[config.mk]
export PLATFORM = sky130hd
export DESIGN_NAME = control_sequencer
export DESIGN_NICKNAME = d
export VERILOG_FILES = /design/src/rtl/ctrl_pkg.sv /design/src/rtl/mem_wait_timer.sv /design/src/rtl/control_sequencer.sv
export SDC_FILE = /design/constraint.sdc
export NUM_CORES = 1
export LEC_CHECK = 0
export CAP_MARGIN = 20
export CORE_MARGIN = 5
export CORE_UTILIZATION = 44
export DETAILED_ROUTE_END_ITERATION = 8
export PLACE_DENSITY_LB_ADDON = 0.1
export SKIP_CTS_REPAIR_TIMING = 1
export SLEW_MARGIN = 25
export SYNTH_ARGS = -nofsm -noshare
export SYNTH_HDL_FRONTEND = slang
export SYNTH_SLANG_ARGS = --single-unit
export TNS_END_PERCENT = 30
[constraint.sdc]
create_clock -name Clock -period 1.8 [get_ports Clock]
set_clock_uncertainty 0.15 [all_clocks]
set_input_delay 0.36 -clock Clock [delete_from_list [all_inputs] [get_ports Clock]]
set_output_delay 0.36 -clock Clock [all_outputs]
set_load 0.03 [all_outputs]
[src/rtl/ctrl_pkg.sv]
// ctrl_pkg: shared encodings for the prototype processor control path.
// Contents: state encoding, opcode constants, ALU operation encoding,
// default opcode width and the opcode -> ALU operation helper.
// Used by control_sequencer, the datapath decoder and the bench.
package ctrl_pkg;

  localparam int unsigned DEF_OPCODE_W = 4;

  typedef enum logic [2:0] {
    ST_IDLE      = 3'd0,
    ST_FETCH     = 3'd1,
    ST_DECODE    = 3'd2,
    ST_EXECUTE   = 3'd3,
    ST_MEMORY    = 3'd4,
    ST_WRITEBACK = 3'd5,
    ST_HALT      = 3'd6,
    ST_FAULT     = 3'd7
  } state_e;

  typedef enum logic [2:0] {
    ALU_ADD    = 3'd0,
    ALU_SUB    = 3'd1,
    ALU_AND    = 3'd2,
    ALU_NAND   = 3'd3,
    ALU_PASS_B = 3'd4
  } alu_op_e;

  localparam logic [DEF_OPCODE_W-1:0] OP_NOP   = 4'h0;
  localparam logic [DEF_OPCODE_W-1:0] OP_ADD   = 4'h1;
  localparam logic [DEF_OPCODE_W-1:0] OP_SUB   = 4'h2;
  localparam logic [DEF_OPCODE_W-1:0] OP_AND   = 4'h3;
  localparam logic [DEF_OPCODE_W-1:0] OP_NAND  = 4'h4;
  localparam logic [DEF_OPCODE_W-1:0] OP_LOAD  = 4'h5;
  localparam logic [DEF_OPCODE_W-1:0] OP_STORE = 4'h6;
  localparam logic [DEF_OPCODE_W-1:0] OP_BEQZ  = 4'h7;
  localparam logic [DEF_OPCODE_W-1:0] OP_JMP   = 4'h8;
  localparam logic [DEF_OPCODE_W-1:0] OP_HALT  = 4'hF;

  // ALU operation implied by an opcode; LOAD/STORE use ADD for address generation.
  function automatic alu_op_e alu_for_opcode(input logic [DEF_OPCODE_W-1:0] op);
    alu_op_e a;
    a = ALU_ADD;
    case (op)
      OP_SUB:          a = ALU_SUB;
      OP_AND:          a = ALU_AND;
      OP_NAND:         a = ALU_NAND;
      OP_BEQZ, OP_JMP: a = ALU_PASS_B;
      default:         a = ALU_ADD;
    endcase
    return a;
  endfunction

endpackage

[src/rtl/mem_wait_timer.sv]
// mem_wait_timer: counts cycles spent waiting on the memory port.
// Ports:
//   Clock   in  clock, rising edge
//   Reset   in  synchronous active-high reset, clears the count
//   Clear   in  clear the count next cycle (has priority over Enable)
//   Enable  in  a wait cycle (request outstanding, memory not ready)
//   Expired out this wait cycle brings the count to LIMIT
module mem_wait_timer #(
  parameter int unsigned W     = 4,
  parameter int unsigned LIMIT = 12
) (
  input  logic Clock,
  input  logic Reset,
  input  logic Clear,
  input  logic Enable,
  output logic Expired
);

  logic [W-1:0] count;

  // Saturating wait counter.
  always_ff @(posedge Clock) begin
    if (Reset) begin
      count <= '0;
    end else if (Clear) begin
      count <= '0;
    end else if (Enable && (count != '1)) begin
      count <= count + W'(1);
    end
  end

  // Only a genuine wait cycle can expire, so a ready memory always wins.
  assign Expired = Enable && (count >= W'(LIMIT - 1));

endmodule

[src/rtl/control_sequencer.sv]
// control_sequencer: multi-cycle control FSM sequencing the datapath through
// FETCH/DECODE/EXECUTE/MEMORY/WRITEBACK, with HALT and FAULT as sticky states.
// Optional build macro: SEQ_SINGLE_STEP_EN adds input Step; an instruction
// starts only on a boundary cycle with Run=1 and Step=1.
// Ports:
//   Clock, Reset        clock and synchronous active-high reset
//   Run                 execute enable, sampled at instruction boundaries
//   Step                single-step pulse (SEQ_SINGLE_STEP_EN only)
//   Opcode              IR opcode field, valid from DECODE onward
//   Alu_Zero            ALU zero flag, used by BEQZ in EXECUTE
//   Mem_Ready           memory completes the current request this cycle
//   Mem_Req, Mem_We     memory request and write qualifier
//   Pc_Inc, Pc_Load     PC increment / load target
//   Ir_Load, Reg_We     IR load / register file write
//   Alu_Op              ALU operation select
//   State               current state (debug)
//   Halted, Fault       in HALT / in FAULT
//   Illegal_Op          pulse on an undefined opcode in DECODE
module control_sequencer
  import ctrl_pkg::*;
#(
  parameter int unsigned OPCODE_W    = DEF_OPCODE_W,
  parameter int unsigned TIMEOUT_W   = 4,
  parameter int unsigned MEM_TIMEOUT = 12
) (
  input  logic                Clock,
  input  logic                Reset,
  input  logic                Run,
`ifdef SEQ_SINGLE_STEP_EN
  input  logic                Step,
`endif
  input  logic [OPCODE_W-1:0] Opcode,
  input  logic                Alu_Zero,
  input  logic                Mem_Ready,
  output logic                Mem_Req,
  output logic                Mem_We,
  output logic                Pc_Inc,
  output logic                Pc_Load,
  output logic                Ir_Load,
  output logic                Reg_We,
  output logic [2:0]          Alu_Op,
  output logic [2:0]          State,
  output logic                Halted,
  output logic                Fault,
  output logic                Illegal_Op
);

  state_e                  state;
  state_e                  state_nxt;
  state_e                  boundary;
  logic [DEF_OPCODE_W-1:0] op;
  logic                    go;
  logic                    illegal;
  logic                    mem_phase;
  logic                    expired;

  assign op        = DEF_OPCODE_W'(Opcode);
  assign illegal   = (op >= 4'h9) && (op <= 4'hE);
  assign mem_phase = (state == ST_FETCH) || (state == ST_MEMORY);

`ifdef SEQ_SINGLE_STEP_EN
  assign go = Run && Step;
`else
  assign go = Run;
`endif

  // Where an instruction boundary leads.
  assign boundary = go ? ST_FETCH : ST_IDLE;

  // Cleared whenever no request is outstanding or one completes, so every
  // entry into FETCH/MEMORY starts from zero.
  mem_wait_timer #(
    .W     (TIMEOUT_W),
    .LIMIT (MEM_TIMEOUT)
  ) u_timer (
    .Clock   (Clock),
    .Reset   (Reset),
    .Clear   (!mem_phase || Mem_Ready),
    .Enable  (mem_phase && !Mem_Ready),
    .Expired (expired)
  );

  // State register.
  always_ff @(posedge Clock) begin
    if (Reset) begin
      state <= ST_IDLE;
    end else begin
      state <= state_nxt;
    end
  end

  // Next state and datapath strobes.
  always_comb begin
    state_nxt  = state;
    Mem_Req    = 1'b0;
    Mem_We     = 1'b0;
    Pc_Inc     = 1'b0;
    Pc_Load    = 1'b0;
    Ir_Load    = 1'b0;
    Reg_We     = 1'b0;
    Alu_Op     = ALU_ADD;
    Illegal_Op = 1'b0;
    case (state)
      ST_IDLE: state_nxt = boundary;
      ST_FETCH: begin
        Mem_Req = 1'b1;
        if (Mem_Ready) begin
          Ir_Load   = 1'b1;
          Pc_Inc    = 1'b1;
          state_nxt = ST_DECODE;
        end else if (expired) begin
          state_nxt = ST_FAULT;
        end
      end
      ST_DECODE: begin
        Alu_Op = alu_for_opcode(op);
        if (op == OP_HALT) begin
          state_nxt = ST_HALT;
        end else if (op == OP_NOP) begin
          state_nxt = boundary;
        end else if (illegal) begin
          Illegal_Op = 1'b1;
          state_nxt  = boundary;
        end else begin
          state_nxt = ST_EXECUTE;
        end
      end
      ST_EXECUTE: begin
        Alu_Op = alu_for_opcode(op);
        if ((op == OP_LOAD) || (op == OP_STORE)) begin
          state_nxt = ST_MEMORY;
        end else if (op == OP_JMP) begin
          Pc_Load   = 1'b1;
          state_nxt = boundary;
        end else if (op == OP_BEQZ) begin
          Pc_Load   = Alu_Zero;
          state_nxt = boundary;
        end else begin
          state_nxt = ST_WRITEBACK;
        end
      end
      ST_MEMORY: begin
        Mem_Req = 1'b1;
        Mem_We  = (op == OP_STORE);
        if (Mem_Ready) begin
          state_nxt = (op == OP_STORE) ? boundary : ST_WRITEBACK;
        end else if (expired) begin
          state_nxt = ST_FAULT;
        end
      end
      ST_WRITEBACK: begin
        Reg_We    = 1'b1;
        Alu_Op    = (op == OP_LOAD) ? ALU_PASS_B : alu_for_opcode(op);
        state_nxt = boundary;
      end
      ST_HALT:  state_nxt = ST_HALT;
      ST_FAULT: state_nxt = ST_FAULT;
      default:  state_nxt = ST_IDLE;
    endcase
  end

  assign State  = state;
  assign Halted = (state == ST_HALT);
  assign Fault  = (state == ST_FAULT);

endmodule

# ---- After elaboration in Yosys (flattened, before gate mapping)
# Index checks and enable logic that the tools add are counted.
# Widths: inputs -> output; s select.
dict set report word_totals {
  register_bits 7
  latchBits 0
  mem_bits_rw 0
  romBits 0
  output_inout_bits 15
  wordCells 66
  memories 0
}
dict set report classes {
  n_addsub 1
  n_mul 0
  n_div 0
  order_cmp 3
  n_eq_ne 16
  shifts 0
  mux 28
  n_bitwise 0
  reduce_logical 16
}
# cell n
set op_table {}
lappend op_table {{$mux 3} 9}
lappend op_table {{$pmux 3 s7} 1}
lappend op_table {{$eq 4x3->1 const B} 4}
lappend op_table {{$mux 1} 14}
lappend op_table {{$eq 3x3->1 const B} 4}
lappend op_table {{$pmux 3 s4} 1}
lappend op_table {{$reduce_or 2->1} 5}
lappend op_table {{$eq 4x2->1 const B} 2}
lappend op_table {{$eq 4x4->1 const B} 2}
lappend op_table {{$ge 4x4->1 const B} 2}
lappend op_table {{$eq 3x2->1 const B} 2}
lappend op_table {{$pmux 3 s2} 1}
lappend op_table {{$add 4x1->4 const B} 1}
lappend op_table {{$le 4x4->1 const B} 1}
lappend op_table {{$logic_and 1x1->1} 4}
lappend op_table {{$logic_not 4->1} 1}
lappend op_table {{$mux 2} 2}
lappend op_table {{$ne 4x4->1 const B} 1}
lappend op_table {{$eq 3x1->1 const B} 1}
lappend op_table {{$logic_not 3->1} 1}
lappend op_table {{$logic_or 1x1->1} 3}
lappend op_table {{$logic_not 1->1} 2}

# ---- Logic depth before layout (Yosys ltp)
# Gate-level depths: netlist of run 1.
dict set report logic_depth {
  depth_word 7
  depth_mapped 5
  mapped_depth_nobuf 5
}

# ---- Cells and area by module
# A second synthesis of run 1 with hierarchy kept.
dict set report unflattened {
  hier_cells 98
  area_unflattened_um2 747.0
}
# mod instances cells_each area_each_um2 seq_area_each_um2
set by_module_without_submodules {}
lappend by_module_without_submodules {control_sequencer 1 76 520.5 60.1}
lappend by_module_without_submodules {mem_wait_timer 1 22 226.5 80.1}

# ---- Worst setup path before layout of run 1
# Ideal clock, no wire load.
dict set report synth_timing {
  kind {reg2out}
  startpoint {register state[0] (netlist: State[0])}
  endpoint {output port Alu_Op[0]}
  t_arrival_ns 2.424
  slack_ns -1.134
  stages_incl_launch_ff 5
  path_cell_list {dfxtp_1 -> inv_1 -> nor3b_2 -> nor2_1 -> nor4_1}
}
dict set report synth_via {
  elab_chain_cells 3
  word_cells_on_any_way 5
  cone_classes {3 x eq/ne; 1 x mux; 1 x reduce/logical}
}
# element line
set synth_lines {}
lappend synth_lines {{start, declared} control_sequencer.sv:48} ;# state_e state;
lappend synth_lines {{start signal, assigned} control_sequencer.sv:88} ;# state <= state_nxt;
lappend synth_lines {{$eq 3x2->1} control_sequencer.sv:103} ;# case (state)
lappend synth_lines {{$reduce_or 2->1 (no source line)} -}
lappend synth_lines {{$pmux 3 s2 (*)} control_sequencer.sv:103}
lappend synth_lines {{end, declared} control_sequencer.sv:41} ;# output logic [2:0] Alu_Op,
# Every way passes the cells marked *; elsewhere a longest branch is shown, timed or not.

# ---- Worst setup path after layout of run 1
dict set report layout_timing {
  startpoint {register state[2] (netlist: State[2])}
  endpoint {output port Illegal_Op}
}
dict set report layout_via {
  elab_chain_cells 2
}
# element line
set layout_lines {}
lappend layout_lines {{$eq 3x2->1} control_sequencer.sv:103}
lappend layout_lines {{$mux 1} control_sequencer.sv:103}
lappend layout_lines {{end, declared} control_sequencer.sv:45} ;# output logic Illegal_Op
# Every way passes these cells.

==> reports/metrics.yaml, run 1 <==
grt:
  grt_max_degree: 12
  grt_pass1_wl_mm: 3.55
  grt-ovfl-total: 0
  antenna_found_initial: 0
  grt_usage_pct: 17.7
  grt_pass1_vias: 849
drt:
  ant_nets: 0
  drc: 0
  viasPerCell: 5.80
  dr.pass1.iters: 4
  detail_route.iter0.violations: 20
  wl_per_cell_um: 14.9
  dr_total_vias: 928
  wl_mm: 2.39
place:
  port_buffers: 23
  dp_hpwl_mm: 1.71
  place.gp.congestion: 0.865
finish:
  final_core_util_pct: 83.2
  fin_nets: 155
  antenna_cells: 0
  drive_above_1_share_pct: 45.8
  area.growth.synth_to_final_pct: 78.9
worst_setup_path:
  endpoint: "Illegal_Op"
  path_cells: "buf_6 > nor2b_4 > and2_4 > o2111a_1 > buf_6"
  cpMostUsedCell: "buf_6"
  worstSetupEndpointType: "primary output"
  cp.depth: 5
  cp_top_family: "flip-flops"
  reg2reg_from: "State[2]"
  reg2reg_to: "State[0]"
  startpoint: "State[2]"
  slowest_delay_ns: 0.36
  critical_path_class: "reg -> out"
  path_buf_inv: 2
  r2r_slack_ns: 0.13
  critPathMaxFanout: 6
  arrival_ns: 1.43
  cp.required_ns: 1.29
  start_kind: "flip-flop"
  cpMaxStageDelayCell: "dfxtp_4"
  reg2reg_depth: 5
sta:
  hold_viol: 0
  fmax_ghz: 0.516
  worst_slack_ns: -0.138
  worst_slew_pin_slew_ns: 0.332
  maxSlewViolCount: 0
  rsz0062_at_grt: "true"
  hold_ws_ns: 0.405
  slew_headroom_pct: 77.8
  setup-violations-final: 8
  fin_crit_sh_pct: 108
  period_needed_ns: 1.94
synth:
  synth.top_cells.by_count: "10 x nor2_1, 9 x nand2_1, 7 x dfxtp_1"
  synth_nets: 103
  yosys-top-cells-area: "dfxtp_1 20%, nor2_1 5.4%, nand2_1 4.8%"
  synth_edf_count: 0
  ys_seq_area_share_pct: 20.0
  synth_top_family_by_area: "simple AND/OR/NAND/NOR gates"
  syn_area_per_cell_um2: 7.53
  synth_warnings: 0
  synth-xor-area-share_pct: 2.50
  synth.top_cell.area_share_pct: 20.0
  ys_types: 42
  ys_ff_latch: 7
  syn_area_um2: 701
  synthArstFlopShare_pct: 0
  synthMuxAreaShare_pct: 3.04
  synthSimpleGateAreaFrac_pct: 39.6
  synth_compound_area_share_pct: 24.5
  yosysMostFrequentCell: "nor2_1"
  yosysTopAreaCell: "dfxtp_1"
  synthFlopType: "dfxtp_1"
  synth_adder_area_share_pct: 1.79
  netlist_instances: 93
clock_network:
  clock_path_buffers: 2
  cts_tree: "yes"
  root_buffer: "clkbuf_4"
  cts.clk_slew.worst_paths_ns: 0.06
  clock_latency_ns: 0.26
  cts_buffers: 3
  clkSinkCount: 7
  cts_max_level: 1
power_and_ir_drop:
  powerDensity_mw_per_mm2: 474
  p_leak_nw: 0.613
  p_total_mw: 0.594
  irDropWorstVdd_mv: 0.454
floorplan:
  initial_core_util_pct: 46.5
  die_h_um: 49.9
  rows: 14
  io_pins: 24
  fp.dieW_um: 49.9
  core_mm2: 0.00151
  die_area_mm2: 0.00249
hold_path:
  hold_class: "reg -> reg"
outcome:
  violations: "negative setup slack"
  status: "finished, violations left"
job:
  cap_violations: 0
-- routing by layer --
layer / global-route usage (%) / wire length, um
met5: 0 / 0
met4: 7.86 / 25
met3: 4.22 / 168
met2: 31.8 / 1230
met1: 19.1 / 960
-- logic make-up after synthesis --
group | Yosys count
AO/OA/AOI/OAI | 24
XOR/XNOR | 2
adder cells (fa/ha/maj) | 1
buffers and inverters | 8
flip-flops | 7
multiplexers | 2
AND/OR/NAND/NOR | 49
-- cells in the final DEF (no fill, tap or decap), types with 3 or more instances in the layout --
| master | instances |
|---|---|
| nor3_1 | 4 |
| buf_4 | 32 |
| clkbuf_2 | 3 |
| clkdlybuf4s50_1 | 3 |
| buf_6 | 7 |
| dfxtp_4 | 3 |
| dlymetal6s2s_1 | 8 |
| nor2_1 | 9 |
| nand3_1 | 4 |
| clkbuf_4 | 3 |
| dfxtp_1 | 4 |
| a31oi_1 | 3 |
| nand2_1 | 9 |
| a21oi_1 | 3 |
-- tightest hold or removal path: stages, from the launching register on --
cell and delay, ns:
dfxtp_1 0.35, nor2_1 0.11, nor3_1 0.05
-- worst min-delay path by stage --
| stage | startpoint | end | slack [ns] | cells past startpoint |
|---|---|---|---|---|
| 6_report | u_timer.count[3] | u_timer.count[2] | 0.40 | 2 |
| 3_5_place_dp | u_timer.count[3] | u_timer.count[2] | 0.39 | 2 |
| 3_3_place_gp | u_timer.count[3] | u_timer.count[2] | 0.37 | 2 |
| 5_1_grt | u_timer.count[1] | u_timer.count[1] | 0.44 | 2 |
| 4_1_cts | u_timer.count[3] | u_timer.count[2] | 0.40 | 2 |
| 2_1_floorplan | Reset | State[1] | 0.27 | 1 |
-- layout make-up --
class	count	area, um2
multi-input cells	78	579
well taps	16	20.0
fillers	105	253
repair buffers	53	464
clock buffers	4	26.3
inverters	2	12.5
flip-flops and latches	7	151
-- flip-flops by register name, indices dropped and copies added, names as in the netlist --
register,flops
State,3
u_timer.count,4
-- power by group --
part / internal [mW] / switching (mW)
Sequential: 0.162 / 0.0111
Combinational: 0.131 / 0.138
Clock: 0.0852 / 0.0671
-- through the flow --
stage / setup TNS [ns] / std cells / worst slack [ns] / area [um2]
floorplan: -0.584 / 93 / -0.246 / 782
global placement: -2.88 / 148 / -0.419 / 1120
detailed placement: -3.10 / 148 / -0.440 / 1120
CTS: -3.19 / 152 / -0.444 / 1140
global route: -1.37 / 160 / -0.203 / 1250
finish: -0.880 / 160 / -0.138 / 1250
(Power assumes the default switching activity.)
==> run 2: changes to the inputs <==
- ABC_AREA: unset -> 1
==> run 2 against run 1 <==
Compared with the run above:
- global-route usage decreased by 0.79 points
- critical endpoint is now Pc_Load
- the flow still finishes with violations (negative setup slack)
- final cell count increased by 26%
- via count increased by 7.2%
- total power increased by 1.4%
- clock-buffer cell count unchanged
- sequential share of layout area increased by 0.067 points
- combinational power increased by 6%
- first-iteration DRC count increased by 5.0%
- routed wire length decreased by 5.3%
- highest routed layer unchanged
- worst setup slack improved by 0.11 ns
- synthesized cell count increased by 46%
- largest power group unchanged
- critical path depth increased by 1
==> reports/metrics.yaml, run 2 <==
drt:
  wl_per_cell_um: 11.3  # was 14.9 um
  ant_nets: 0  # unchanged
  detail_route.iter0.violations: 21  # was 20
  drc: 0  # unchanged
  dr.pass1.iters: 4  # unchanged
  dr_total_vias: 995  # was 928
  wl_mm: 2.26  # was 2.39 mm
  viasPerCell: 4.95  # was 5.80
finish:
  top_register: "u_timer.count"  # unchanged
  area.growth.synth_to_final_pct: 74.1  # was 78.9%
  n_fill_cell: 109  # was 105
  layout_common_cells: "35 x nand2_1, 30 x buf_4, 20 x inv_1, 19 x nor2_1"  # was 32 x buf_4, 9 x nand2_1, 9 x nor2_1, 8 x dlymetal6s2s_1, 7 x buf_6
  drive_above_1_share_pct: 38.9  # was 45.8%
  antenna_cells: 0  # unchanged
  seqCellArea_um2: 149  # was 151 um2
  final_common_cell: "nand2_1"  # was buf_4
  fin_nets: 196  # was 155
  multi_input_area_um2: 542  # was 579 um2
  largest_register_ffs: 4  # unchanged
  postLayoutCellArea_mm2: 0.00123  # was 0.00125 mm2
clock_network:
  clock_latency_ns: 0.25  # was 0.26 ns
  cts_max_level: 1  # unchanged
  cts.clk_slew.worst_paths_ns: 0.05  # was 0.06 ns
  clkSinkCount: 7  # unchanged
  clock_path_buffers: 2  # unchanged
  cts_buffers: 3  # unchanged
  root_buffer: "clkbuf_4"  # unchanged
  cts_tree: "yes"  # unchanged
sta:
  maxSlewViolCount: 0  # unchanged
  rsz0062_at_grt: "true"  # unchanged
  setup-violations-final: 2  # was 8
  fmax_ghz: 0.546  # was 0.516 GHz
  fin_crit_sh_pct: 102  # was 108%
  hold_ws_ns: 0.341  # was 0.405 ns
  tns_ns: -0.0448  # was -0.880 ns
  worst_slew_pin_slew_ns: 0.329  # was 0.332 ns
  worst_slack_ns: -0.0319  # was -0.138 ns
  slew_headroom_pct: 78.0  # was 77.8%
  period_needed_ns: 1.83  # was 1.94 ns
  hold_viol: 0  # unchanged
place:
  dp_hpwl_mm: 1.71  # about the same
  place.gp.congestion: 0.901  # was 0.865
  port_buffers: 23  # unchanged
  dpl_cell_area_mm2: 0.00109  # was 0.00112 mm2
synth:
  syn_area_um2: 704  # was 701 um2
  synth_edf_count: 0  # unchanged
  synth.top_cell.area_share_pct: 21.8  # was 20.0%
  ys_types: 18  # was 42
  synth.top_cells.by_count: "41 x nand2_1, 25 x nor2_1, 22 x inv_1"  # was 10 x nor2_1, 9 x nand2_1, 7 x dfxtp_1
  synth_warnings: 0  # unchanged
  synthArstFlopShare_pct: 0  # unchanged
  synth_nets: 146  # was 103
  netlist_instances: 136  # was 93
  yosysMostFrequentCell: "nand2_1"  # was nor2_1
  ys_seq_area_share_pct: 19.9  # was 20.0%
  ys_ff_latch: 7  # unchanged
  synthFlopType: "dfxtp_1"  # unchanged
  syn_area_per_cell_um2: 5.18  # was 7.53 um2
  yosysTopAreaCell: "nand2_1"  # was dfxtp_1
  yosys-top-cells-area: "nand2_1 22%, dfxtp_1 20%, nor2_1 13%"  # was dfxtp_1 20%, nor2_1 5.4%, nand2_1 4.8%
floorplan:
  io_pins: 24  # unchanged
  rows: 14  # unchanged
  core_mm2: 0.00151  # unchanged
  die_area_mm2: 0.00250  # was 0.00249 mm2
  fp.dieW_um: 50.0  # was 49.9 um
  die_h_um: 50.0  # was 49.9 um
  initial_core_util_pct: 46.8  # was 46.5%
job:
  cap_violations: 0  # unchanged
worst_setup_path:
  worstSetupEndpointType: "primary output"  # unchanged
  start_kind: "flip-flop"  # unchanged
  arrival_ns: 1.32  # was 1.43 ns
  slowest_delay_ns: 0.34  # was 0.36 ns
  critical_path_class: "reg -> out"  # unchanged
  critPathMaxFanout: 4  # was 6
  path_cells: "inv_2 > nand2_2 > nor2_2 > nand3_2 > nor3_4 > buf_6"  # was buf_6 > nor2b_4 > and2_4 > o2111a_1 > buf_6
  r2r_slack_ns: 0.30  # was 0.13 ns
  cp.required_ns: 1.29  # about the same
  cpMaxStageDelayCell: "dfxtp_2"  # was dfxtp_4
power_and_ir_drop:
  powerDensity_mw_per_mm2: 491  # was 474 mW/mm2
  p_leak_nw: 0.720  # was 0.613 nW
  irDropWorstVdd_mv: 0.470  # was 0.454 mV
grt:
  grt_usage_pct: 16.9  # was 17.7%
  grt-ovfl-total: 0  # unchanged
  antenna_found_initial: 0  # unchanged
  grt_max_degree: 8  # was 12
  grt_pass1_wl_mm: 3.46  # was 3.55 mm
  grt_pass1_vias: 894  # was 849
hold_path:
  hold_class: "reg -> reg"  # unchanged
outcome:
  violations: "negative setup slack"  # unchanged
  status: "finished, violations left"  # unchanged
## run 2: cell types whose count changed after synthesis, moves of 3 or more
cell / previous run / this run
o21ai_0: 1 / 4
nand3_1: 4 / 10
nor3b_1: 3 / 0
nor2_1: 10 / 25
nand2_1: 9 / 41
nor2b_1: 3 / 0
inv_1: 2 / 22
nand2_2: 0 / 3
nor2_2: 0 / 3
buf_4: 4 / 1
## run 2: area by class of cell
type / instances / area share (%)
tap: 16 / 1.63
inverter: 24 / 7.55
multi-input combinational: 104 / 44.2
timing repair buffer: 46 / 32.3
clock buffer: 4 / 2.14
sequential: 7 / 12.1
## run 2: power by group
part           internal (mW)  switching [mW]  total, mW  leakage (nW)
logic                  0.118           0.164      0.283         0.646
registers              0.166          0.0167      0.183        0.0587
clock network         0.0843          0.0527      0.137        0.0150
## run 2: logic make-up (layout without fill, tap and decap cells)
group / after synthesis / in the layout / synth area share, %
AND/OR/NAND/NOR: 92 / 92 / 56.1
buffers and inverters: 25 / 74 / 13.9
AO/OA/AOI/OAI: 11 / 11 / 8.35
flip-flops: 7 / 7 / 19.9
adder cells (fa/ha/maj): 1 / 1 / 1.78
## run 2: final timing paths
path	startpoint	to	depth (start not counted)
hold / removal	u_timer.count[1]	u_timer.count[1]	2
hold reg to reg	u_timer.count[1]	u_timer.count[1]	2
setup reg to reg	State[2]	State[0]	10
setup / recovery	State[2]	Pc_Load	6
## run 2: worst max-delay path: cells and delay by family, from the launching register on
kind,cells,cell delay [ns]
flops,1,0.34
simple gates,4,0.52
buf+inv,2,0.23
## run 2: per-layer routing
layer	share of wire, %	up-vias	global-route usage (%)	routed length (um)
met3	4.5	4	2.71	102
met4	1.4	0	8.73	31
li1	-	523	-	-
met1	40	442	19.0	897
met5	0	-	0	0
met2	54	26	29.7	1230
## run 2: per-stage QoR
stage          power, mW  instances  util [%]  setup slack [ns]
2_1_floorplan      0.327        136         -           -0.0985
5_1_grt            0.647        201      81.4            -0.110
4_1_cts            0.573        198      74.1            -0.413
3_5_place_dp       0.432        194      72.3            -0.400
3_3_place_gp       0.428        194      72.3            -0.359
6_report           0.602        201      81.4           -0.0319
==> run 3: changes to the inputs <==
- SLEW_MARGIN: 25 -> 20
- clock period: 1.8 -> 1.7 ns (I/O delays scaled with it)
==> run 3 against run 2 <==
Compared with the run above:
- the flow still finishes with violations (negative setup slack)
- design area is 3.4% higher
- total power increased by 14%
- final cell count stayed put
- utilization increased by 2.7 points
- critical path depth shrank 1
- sequential cell count did not move
- clock power is 22% higher
- global-route usage up 2.2 points
- worst hold slack gained 0.0070 ns
- die area stayed put
- register-to-register slack got worse by 0.11 ns
- critical path type unchanged
- critical endpoint is now Mem_We
==> reports/metrics.yaml, run 3 (synthesized netlist as in run 2, its figures left out) <==
outcome:
  status: "finished, violations left"  # unchanged
  violations: "negative setup slack"  # unchanged
power_and_ir_drop:
  irDropWorstVdd_mv: 0.617  # was 0.470 mV
  powerDensity_mw_per_mm2: 543  # was 491 mW/mm2
  p_total_mw: 0.688  # was 0.602 mW
  p_leak_nw: 0.714  # was 0.720 nW
worst_setup_path:
  critPathMaxFanout: 5  # was 4
  cp.required_ns: 1.21  # was 1.29 ns
  reg2reg_depth: 9  # was 10
  startpoint: "State[0]"  # was State[2]
  r2r_slack_ns: 0.19  # was 0.30 ns
  worstSetupEndpointType: "primary output"  # unchanged
  reg2reg_from: "State[0]"  # was State[2]
  start_kind: "flip-flop"  # unchanged
  critical_path_class: "reg -> out"  # unchanged
  endpoint: "Mem_We"  # was Pc_Load
  reg2reg_to: "State[0]"  # unchanged
  arrival_ns: 1.38  # was 1.32 ns
sta:
  fmax_ghz: 0.535
  maxSlewViolCount: 0  # unchanged
  hold_ws_ns: 0.348  # was 0.341 ns
  hold_viol: 0  # unchanged
  worst_slack_ns: -0.168  # was -0.0319 ns
  fin_crit_sh_pct: 110
  period_needed_ns: 1.87
  setup-violations-final: 10  # was 2
  rsz0062_at_grt: "true"  # unchanged
  slew_headroom_pct: 77.9  # was 78.0%
  worst_slew_pin_slew_ns: 0.331  # was 0.329 ns
  tns_ns: -0.829  # was -0.0448 ns
grt:
  grt_pass1_vias: 901  # was 894
  grt_pass1_wl_mm: 3.77  # was 3.46 mm
  grt_max_degree: 8  # unchanged
  antenna_found_initial: 0  # unchanged
  grt_usage_pct: 19.1  # was 16.9%
  grt-ovfl-total: 0  # unchanged
clock_network:
  root_buffer: "clkbuf_4"  # unchanged
  cts_buffers: 3  # unchanged
  cts.clk_slew.worst_paths_ns: 0.07  # was 0.05 ns
  clkSinkCount: 7  # unchanged
  cts_tree: "yes"  # unchanged
  clock_path_buffers: 2  # unchanged
  cts_max_level: 1  # unchanged
  clock_latency_ns: 0.26  # was 0.25 ns
finish:
  top_register: "u_timer.count"  # unchanged
  antenna_cells: 0  # unchanged
  postLayoutCellArea_mm2: 0.00127  # was 0.00123 mm2
  instances_no_fill: 201  # unchanged
  drive_above_1_share_pct: 42.2  # was 38.9%
  final_core_util_pct: 84.1  # was 81.4%
  final_common_cell: "nand2_1"  # unchanged
  layout_common_cells: "32 x nand2_1, 28 x buf_4, 20 x inv_1, 20 x nor2_1, 10 x nand2_2"  # was 35 x nand2_1, 30 x buf_4, 20 x inv_1, 19 x nor2_1
  largest_register_ffs: 4  # unchanged
  fin_nets: 196  # unchanged
  area.growth.synth_to_final_pct: 79.9  # was 74.1%
place:
  port_buffers: 23  # unchanged
  preCtsSetupSlack_ns: -0.504  # was -0.400 ns
  place.gp.congestion: 0.893  # was 0.901
  dpl_cell_area_mm2: 0.00111  # was 0.00109 mm2
  dp_hpwl_mm: 1.80  # was 1.71 mm
  dp_cells: 195  # was 194
floorplan:
  core_mm2: 0.00151  # unchanged
  fp.dieW_um: 50.0  # unchanged
  rows: 14  # unchanged
  die_area_mm2: 0.00250  # unchanged
  die_h_um: 50.0  # unchanged
  io_pins: 24  # unchanged
  initial_core_util_pct: 46.8  # unchanged
drt:
  ant_nets: 0  # unchanged
  wl_mm: 2.80  # was 2.26 mm
  wl_per_cell_um: 13.9  # was 11.3 um
  viasPerCell: 5.38  # was 4.95
  dr.pass1.iters: 4  # unchanged
  detail_route.iter0.violations: 37  # was 21
  dr_total_vias: 1081  # was 995
  drc: 0  # unchanged
hold_path:
  hold_class: "reg -> reg"  # unchanged
job:
  cap_violations: 0  # unchanged
==> run 3: how the worst min path moves through the flow <==
stage,startpoint,to,slack (ns),depth (start not counted)
after CTS,u_timer.count[3],u_timer.count[3],0.35,2
after floorplan,Reset,State[1],0.25,1
after global placement,u_timer.count[1],u_timer.count[1],0.32,2
after global routing,u_timer.count[3],u_timer.count[2],0.38,2
final,u_timer.count[3],u_timer.count[3],0.35,2
after detailed placement,u_timer.count[3],u_timer.count[3],0.34,2
==> run 3: layout make-up <==
class | instances | area, um2
flip-flops and latches | 7 | 151
well taps | 16 | 20.0
multi-input cells | 104 | 581
clock buffers | 4 | 26.3
repair buffers | 46 | 394
inverters | 24 | 95.1
fillers | 104 | 239
==> run 3: critical path, cell delays in order (launching register included) <==
cell and delay (ns):
dfxtp_4 0.36, buf_4 0.16, nor3_2 0.22, inv_1 0.12, nor2_2 0.09, buf_4 0.16
==> run 3: layer usage <==
metal  share of wire (%)  track usage, %  wire length (um)  vias to the layer above
met5                   0               0                 0                        -
met4                 2.9            5.24                81                        0
met3                 6.4            5.72               178                       10
met2                  49            31.0              1370                       51
met1                  42            24.0              1170                      497
li1                    -               -                 -                      523
==> run 3: power by group <==
group | leakage (nW) | internal [mW] | switching, mW | total (mW)
Clock | 0.0150 | 0.0904 | 0.0762 | 0.167
Sequential | 0.0590 | 0.174 | 0.0165 | 0.190
Combinational | 0.640 | 0.135 | 0.196 | 0.331
